--- config.mk ---
export PLATFORM = sky130hd
export DESIGN_NAME = display_compositor
export DESIGN_NICKNAME = d
export VERILOG_FILES = /design/src/rtl/display_compositor.sv
export SDC_FILE = /design/constraint.sdc
export NUM_CORES = 1
export LEC_CHECK = 0
export ABC_AREA = 1
export BUFFER_PORTS_ARGS = -buffer_cell sky130_fd_sc_hd__buf_2
export CAP_MARGIN = 20
export CELL_PAD_IN_SITES_DETAIL_PLACEMENT = 0
export CELL_PAD_IN_SITES_GLOBAL_PLACEMENT = 1
export CORE_MARGIN = 5
export CORE_UTILIZATION = 35
export CTS_CLUSTER_SIZE = 30
export DETAILED_ROUTE_END_ITERATION = 6
export PLACE_DENSITY = 0.71
export SLEW_MARGIN = 25
export SYNTH_ARGS = -nofsm -noshare
export SYNTH_HDL_FRONTEND = slang
export SYNTH_SLANG_ARGS = --single-unit
--- constraint.sdc ---
create_clock -name clk -period 4.3 [get_ports clk]
set_input_delay 0.86 -clock clk [delete_from_list [all_inputs] [get_ports clk]]
set_output_delay 0.86 -clock clk [all_outputs]
set_load 0.05 [all_outputs]
--- src/rtl/display_compositor.sv ---
// rtl/display_compositor.sv - VGA timing generator with frame-synchronous source selection and fades
// Geometry parameters default to 640x480@60; smaller values give a reduced raster with identical behaviour.
module display_compositor #(
    parameter int N_SRC       = 3,
    parameter int SEL_W       = 2,
    parameter int CLK_DIV     = 4,
    parameter int FADE_FRAMES = 2,
    parameter int H_VISIBLE   = 640,
    parameter int H_FRONT     = 16,
    parameter int H_SYNC      = 96,
    parameter int H_BACK      = 48,
    parameter int V_VISIBLE   = 480,
    parameter int V_FRONT     = 10,
    parameter int V_SYNC      = 2,
    parameter int V_BACK      = 33
) (
    input  logic                  clk,
    input  logic                  rst,
    input  logic [SEL_W-1:0]      src_sel,
    input  logic                  fade_en,
    input  logic [N_SRC*12-1:0]   src_rgb,
    output logic                  pix_ce,
    output logic [9:0]            x_cnt,
    output logic [9:0]            y_cnt,
    output logic                  valid,
    output logic                  hsync,
    output logic                  vsync,
    output logic [3:0]            vgaRed,
    output logic [3:0]            vgaGreen,
    output logic [3:0]            vgaBlue,
    output logic                  busy
);

    localparam int DIV_W  = (CLK_DIV > 2) ? $clog2(CLK_DIV) : 1;
    localparam int STEP_W = (FADE_FRAMES > 1) ? $clog2(FADE_FRAMES) : 1;

    localparam logic [DIV_W-1:0]  DIV_LAST   = DIV_W'(CLK_DIV - 1);
    localparam logic [STEP_W-1:0] STEP_LAST  = STEP_W'(FADE_FRAMES - 1);
    localparam logic [9:0]        H_VIS      = 10'(H_VISIBLE);
    localparam logic [9:0]        H_SYNC_LO  = 10'(H_VISIBLE + H_FRONT);
    localparam logic [9:0]        H_SYNC_HI  = 10'(H_VISIBLE + H_FRONT + H_SYNC);
    localparam logic [9:0]        H_LAST     = 10'(H_VISIBLE + H_FRONT + H_SYNC + H_BACK - 1);
    localparam logic [9:0]        V_VIS      = 10'(V_VISIBLE);
    localparam logic [9:0]        V_SYNC_LO  = 10'(V_VISIBLE + V_FRONT);
    localparam logic [9:0]        V_SYNC_HI  = 10'(V_VISIBLE + V_FRONT + V_SYNC);
    localparam logic [9:0]        V_LAST     = 10'(V_VISIBLE + V_FRONT + V_SYNC + V_BACK - 1);
    localparam logic [4:0]        LEVEL_MAX  = 5'd16;

    typedef enum logic [1:0] {
        S_SHOW,
        S_FADE_OUT,
        S_FADE_IN
    } state_t;

    state_t              state_q, state_d;
    logic [DIV_W-1:0]    div_q, div_d;
    logic [9:0]          x_q, x_d;
    logic [9:0]          y_q, y_d;
    logic                hs_q, hs_d;
    logic                vs_q, vs_d;
    logic [11:0]         rgb_q, rgb_d;
    logic [4:0]          level_q, level_d;
    logic [SEL_W-1:0]    active_q, active_d;
    logic [SEL_W-1:0]    target_q, target_d;
    logic [STEP_W-1:0]   step_q, step_d;

    logic                line_end;
    logic                frame_end;
    logic                pix_valid;
    logic [11:0]         src_px;
    logic [SEL_W-1:0]    tgt_new;

    function automatic logic [3:0] scale_chan(input logic [3:0] c, input logic [4:0] lvl);
        logic [7:0] prod;
        prod = {4'b0, c} * {3'b0, lvl};
        return 4'(prod >> 4);
    endfunction

    assign pix_ce    = (div_q == DIV_LAST);
    assign line_end  = (x_q == H_LAST);
    assign frame_end = pix_ce && line_end && (y_q == V_LAST);
    assign pix_valid = (x_q < H_VIS) && (y_q < V_VIS);

    // Out-of-range requests leave the previous target in place.
    assign tgt_new = (32'(src_sel) < 32'(N_SRC)) ? src_sel : target_q;

    always_comb begin
        src_px = '0;
        for (int k = 0; k < N_SRC; k++) begin
            if (active_q == SEL_W'(k)) begin
                src_px = src_rgb[k*12 +: 12];
            end
        end
    end

    always_comb begin
        div_d = pix_ce ? '0 : div_q + 1'b1;
        x_d   = x_q;
        y_d   = y_q;
        hs_d  = hs_q;
        vs_d  = vs_q;
        rgb_d = rgb_q;
        if (pix_ce) begin
            x_d = line_end ? 10'd0 : x_q + 10'd1;
            if (line_end) begin
                y_d = (y_q == V_LAST) ? 10'd0 : y_q + 10'd1;
            end
            // Registered from the current counters, so these lag x_cnt/y_cnt by one pixel.
            hs_d  = !((x_q >= H_SYNC_LO) && (x_q < H_SYNC_HI));
            vs_d  = !((y_q >= V_SYNC_LO) && (y_q < V_SYNC_HI));
            rgb_d = pix_valid ? {scale_chan(src_px[11:8], level_q),
                                 scale_chan(src_px[7:4],  level_q),
                                 scale_chan(src_px[3:0],  level_q)} : 12'h000;
        end
    end

    always_comb begin
        state_d  = state_q;
        level_d  = level_q;
        active_d = active_q;
        target_d = target_q;
        step_d   = step_q;
        if (frame_end) begin
            target_d = tgt_new;
            case (state_q)
                S_SHOW: begin
                    if (tgt_new != active_q) begin
                        if (fade_en) begin
                            state_d = S_FADE_OUT;
                            step_d  = '0;
                        end else begin
                            active_d = tgt_new;
                        end
                    end
                end
                S_FADE_OUT: begin
                    if (!fade_en) begin
                        active_d = tgt_new;
                        level_d  = LEVEL_MAX;
                        state_d  = S_SHOW;
                        step_d   = '0;
                    end else if (level_q == 5'd0) begin
                        // Redirected from FADE_IN while already black: swap immediately.
                        active_d = tgt_new;
                        state_d  = S_FADE_IN;
                        step_d   = '0;
                    end else if (step_q == STEP_LAST) begin
                        step_d  = '0;
                        level_d = level_q - 5'd1;
                        if (level_q == 5'd1) begin
                            active_d = tgt_new;
                            state_d  = S_FADE_IN;
                        end
                    end else begin
                        step_d = step_q + 1'b1;
                    end
                end
                S_FADE_IN: begin
                    if (!fade_en) begin
                        active_d = tgt_new;
                        level_d  = LEVEL_MAX;
                        state_d  = S_SHOW;
                        step_d   = '0;
                    end else if (tgt_new != active_q) begin
                        state_d = S_FADE_OUT;
                        step_d  = '0;
                    end else if (step_q == STEP_LAST) begin
                        step_d  = '0;
                        level_d = level_q + 5'd1;
                        if (level_q == LEVEL_MAX - 5'd1) begin
                            state_d = S_SHOW;
                        end
                    end else begin
                        step_d = step_q + 1'b1;
                    end
                end
                default: begin
                    state_d = S_SHOW;
                    level_d = LEVEL_MAX;
                    step_d  = '0;
                end
            endcase
        end
    end

    always_ff @(posedge clk or negedge rst) begin
        if (!rst) begin
            state_q  <= S_SHOW;
            div_q    <= '0;
            x_q      <= 10'd0;
            y_q      <= 10'd0;
            hs_q     <= 1'b1;
            vs_q     <= 1'b1;
            rgb_q    <= 12'h000;
            level_q  <= LEVEL_MAX;
            active_q <= '0;
            target_q <= '0;
            step_q   <= '0;
        end else begin
            state_q  <= state_d;
            div_q    <= div_d;
            x_q      <= x_d;
            y_q      <= y_d;
            hs_q     <= hs_d;
            vs_q     <= vs_d;
            rgb_q    <= rgb_d;
            level_q  <= level_d;
            active_q <= active_d;
            target_q <= target_d;
            step_q   <= step_d;
        end
    end

    assign x_cnt    = x_q;
    assign y_cnt    = y_q;
    assign valid    = pix_valid;
    assign hsync    = hs_q;
    assign vsync    = vs_q;
    assign vgaRed   = rgb_q[11:8];
    assign vgaGreen = rgb_q[7:4];
    assign vgaBlue  = rgb_q[3:0];
    assign busy     = (state_q != S_SHOW);

endmodule

==> results.yml <==
job:
  drv_cap: 0
floorplanning:
  num_rows: 41
  die_y_um: 124
  dieArea_um2: 15500
  initial_core_util: 0.360
  ios: 78
  die_w_um: 124
  coreArea_um2: 12700
setup_path:
  path_cells: "nor2_1 -> nand2_1 -> nand2_1 -> nor2_1 -> fa_1 -> inv_1 -> fa_1 -> inv_1 -> ha_1 -> a21oi_1 -> nor2_1 -> a211oi_1 -> nand3b_1 -> nand3_1 -> nand2_1"
  crit_fanout: 13
  cp.required_ns: 4.49
  worstSetupPathType: "register to register"
  cpMaxStageDelayCell: "fa_1"
  max_stage_delay_ns: 0.55
  startpoint_type: "register"
  arrival_ns: 4.10
  critPathCaptureType: "register"
power_and_ir_drop:
  p_leak_nw: 2.99
  max-vdd-ir-drop_v: 0.000183
  power_density_nw_per_um2: 196
global_routing:
  use_met2: 0.288
  grtUsageTotal: 0.168
  grt_pass1_wl_um: 22000
  grt_util_met1: 0.219
  grt_overflow_total: 0
  grtUsageMet3: 0.0304
  antenna_found_initial: 0
  grt_pass1_vias: 4670
  grt_max_degree: 30
  grt_busiest_layer: "met2"
detailed_routing:
  viasPerCell: 4.85
  num_vias: 4487
  final_antenna_net_count: 0
  drc: 0
  drt_pass1_iterations: 5
  drt_iter0_drc: 266
  routed_wl_um: 12300
  wire_per_inst_um: 13.3
yosys:
  synth_area_um2: 4580
  ys_seq_elements: 48
  ys_types: 39
  seq_area_frac_synth: 0.263
  avgSynthCellArea_um2: 6.77
  syn_nets: 773
  async_reset_ff_frac: 1.00
  synth_ff_type: "dfrtp_1"
  syn_inst: 676
  synth_edf_count: 0
  yosys_warnings: 0
cells_and_area:
  final_cell_mix: "nand2_1 (194), inv_1 (106), buf_2 (77)"
  nets: 849
  final_common_cell: "nand2_1"
  multi_input_area_um2: 2890
  seqCellArea_um2: 1200
  drive_gt1_frac: 0.161
  nFillCells: 1419
  diodes: 0
  area_delta_synth_final_pct: 16.3
  instances_no_fill: 925
timing:
  clock.fmax_mhz: 255
  rsz0062_at_grt: "false"
  setup_violations: 0
  drv_slew: 0
  hold_viol: 0
  fin_crit_sh: 0.911
  max_slew_margin: 0.607
  post-route-min-period_ns: 3.92
  clock_skew_ns: 0.0114
  tns_ns: 0
  fin_ws_ns: 0.385
  worst_slew_pin_slew_ns: 0.589
place:
  port_buffers: 77
  post-dp-hpwl_um: 10200
  dp_slack_ns: 0.407
  gp_congestion: 0.858
  post-place-cells: 917
clock_tree:
  holdBufCountCts: 0
  ctsLongestPathBuffers: 2
  clk_latency_ns: 0.30
  cts_tree: "done"
  cts_setup_buffers: 0
  clkTransAtPathRegs_ns: 0.08
  htreeDepth: 2
  numCtsBuffers: 5
  post_cts_resized: 0
  cts_sinks: 48
  clock-root-buffer: "clkbuf_16"
worst_hold_path:
  holdCritPathClass: "register to register"
outcome:
  status: "complete, no violations"
-- sequential cells by signal, indices dropped and copies added, names as in the netlist --
signal,count
level_q,5
div_q,2
step_q,1
target_q,2
y_cnt,10
vsync,1
state_q,2
rgb_q,12
hsync,1
active_q,2
x_cnt,10
-- final timing paths --
| path | from | slack (ns) | cells after the start | endpoint |
|---|---|---|---|---|
| worst min-delay path | div_q[0] | 0.42 | 1 | div_q[0] |
| worst max-delay path | active_q[0] | 0.38 | 15 | rgb_q[7] |
| worst max register to register | active_q[0] | 0.38 | 15 | rgb_q[7] |
| worst min register to register | div_q[0] | 0.42 | 1 | div_q[0] |
| min in group asynchronous | rst | 0.51 | 1 | y_cnt[8] |
| max in group asynchronous | rst | 3.00 | 2 | hsync |
-- cell families (layout without fill, tap and decap cells) --
kind of cell	after synthesis	count (layout)	share of synthesized area
buf+inv	127	204	0.106
flops	48	48	0.263
fa+ha+maj	56	56	0.178
xor+xnor	7	7	0.0134
compound gates	67	67	0.0828
simple gates	371	371	0.357
-- critical path, delay by kind of cell (launching register included) --
family	cells	cell delay, ns
adders and majority gates	3	1.40
buffers and inverters	2	0.09
and+or+nand+nor	8	1.29
DFF	1	0.53
AOI/OAI and AO/OA	2	0.49
-- power by group --
part           total [mW]  internal [mW]  switching [mW]
logic               0.115         0.0371          0.0777
registers           0.463          0.458         0.00515
clock network       0.467          0.277           0.190
total                1.04          0.772           0.273
-- metrics by stage --
| step | hold WS (ns) | utilization | instance area, um^2 | power (mW) |
|---|---|---|---|---|
| finish | 0.424 | 0.418 | 5320 | 1.04 |
| global route | 0.459 | 0.418 | 5320 | 1.10 |
| CTS | 0.429 | 0.418 | 5320 | 1.07 |
| detailed placement | 0.420 | 0.405 | 5150 | 0.589 |
| global placement | 0.414 | 0.405 | 5150 | 0.588 |
| floorplan | 0.403 | - | 4580 | 0.538 |
-- cell usage after synthesis (2+ instances only) --
master | n | area share
nand3b_1 | 4 | 0.0066
inv_2 | 8 | 0.0066
nand3_1 | 67 | 0.073
nor3_1 | 11 | 0.012
and3_1 | 3 | 0.0041
xnor2_1 | 3 | 0.0057
clkbuf_1 | 7 | 0.0057
a21oi_1 | 23 | 0.025
fa_1 | 15 | 0.066
nand2_2 | 3 | 0.0041
nand2_1 | 194 | 0.16
nor2_1 | 57 | 0.047
buf_2 | 3 | 0.0033
nand3_2 | 3 | 0.0066
ha_1 | 41 | 0.11
clkinv_1 | 2 | 0.0016
nor3_2 | 2 | 0.0044
inv_1 | 106 | 0.087
xor2_1 | 4 | 0.0077
dfrtp_1 | 45 | 0.25
nor2_2 | 9 | 0.012
nor2_4 | 2 | 0.0049
nor4_1 | 2 | 0.0027
a211oi_1 | 4 | 0.0066
dfstp_2 | 3 | 0.017
nand4_1 | 13 | 0.018
o21ai_0 | 25 | 0.027
o21ai_1 | 6 | 0.0066
-- cell type report --
| class | count | share of cell area |
|---|---|---|
| Clock inverter | 3 | 0.00870 |
| Multi-Input combinational cell | 501 | 0.543 |
| Clock buffer | 5 | 0.0235 |
| Tap cell | 172 | 0.0404 |
| Inverter | 116 | 0.0818 |
| Timing Repair Buffer | 80 | 0.0766 |
| Sequential cell | 48 | 0.226 |
-- layer usage --
| metal | part of all wire | up-vias |
|---|---|---|
| met3 | 0.047 | 13 |
| met1 | 0.47 | 2062 |
| li1 | - | 2303 |
| met4 | 0.017 | 0 |
| met2 | 0.46 | 109 |
| met5 | 0 | - |
(Power assumes the default switching activity.)
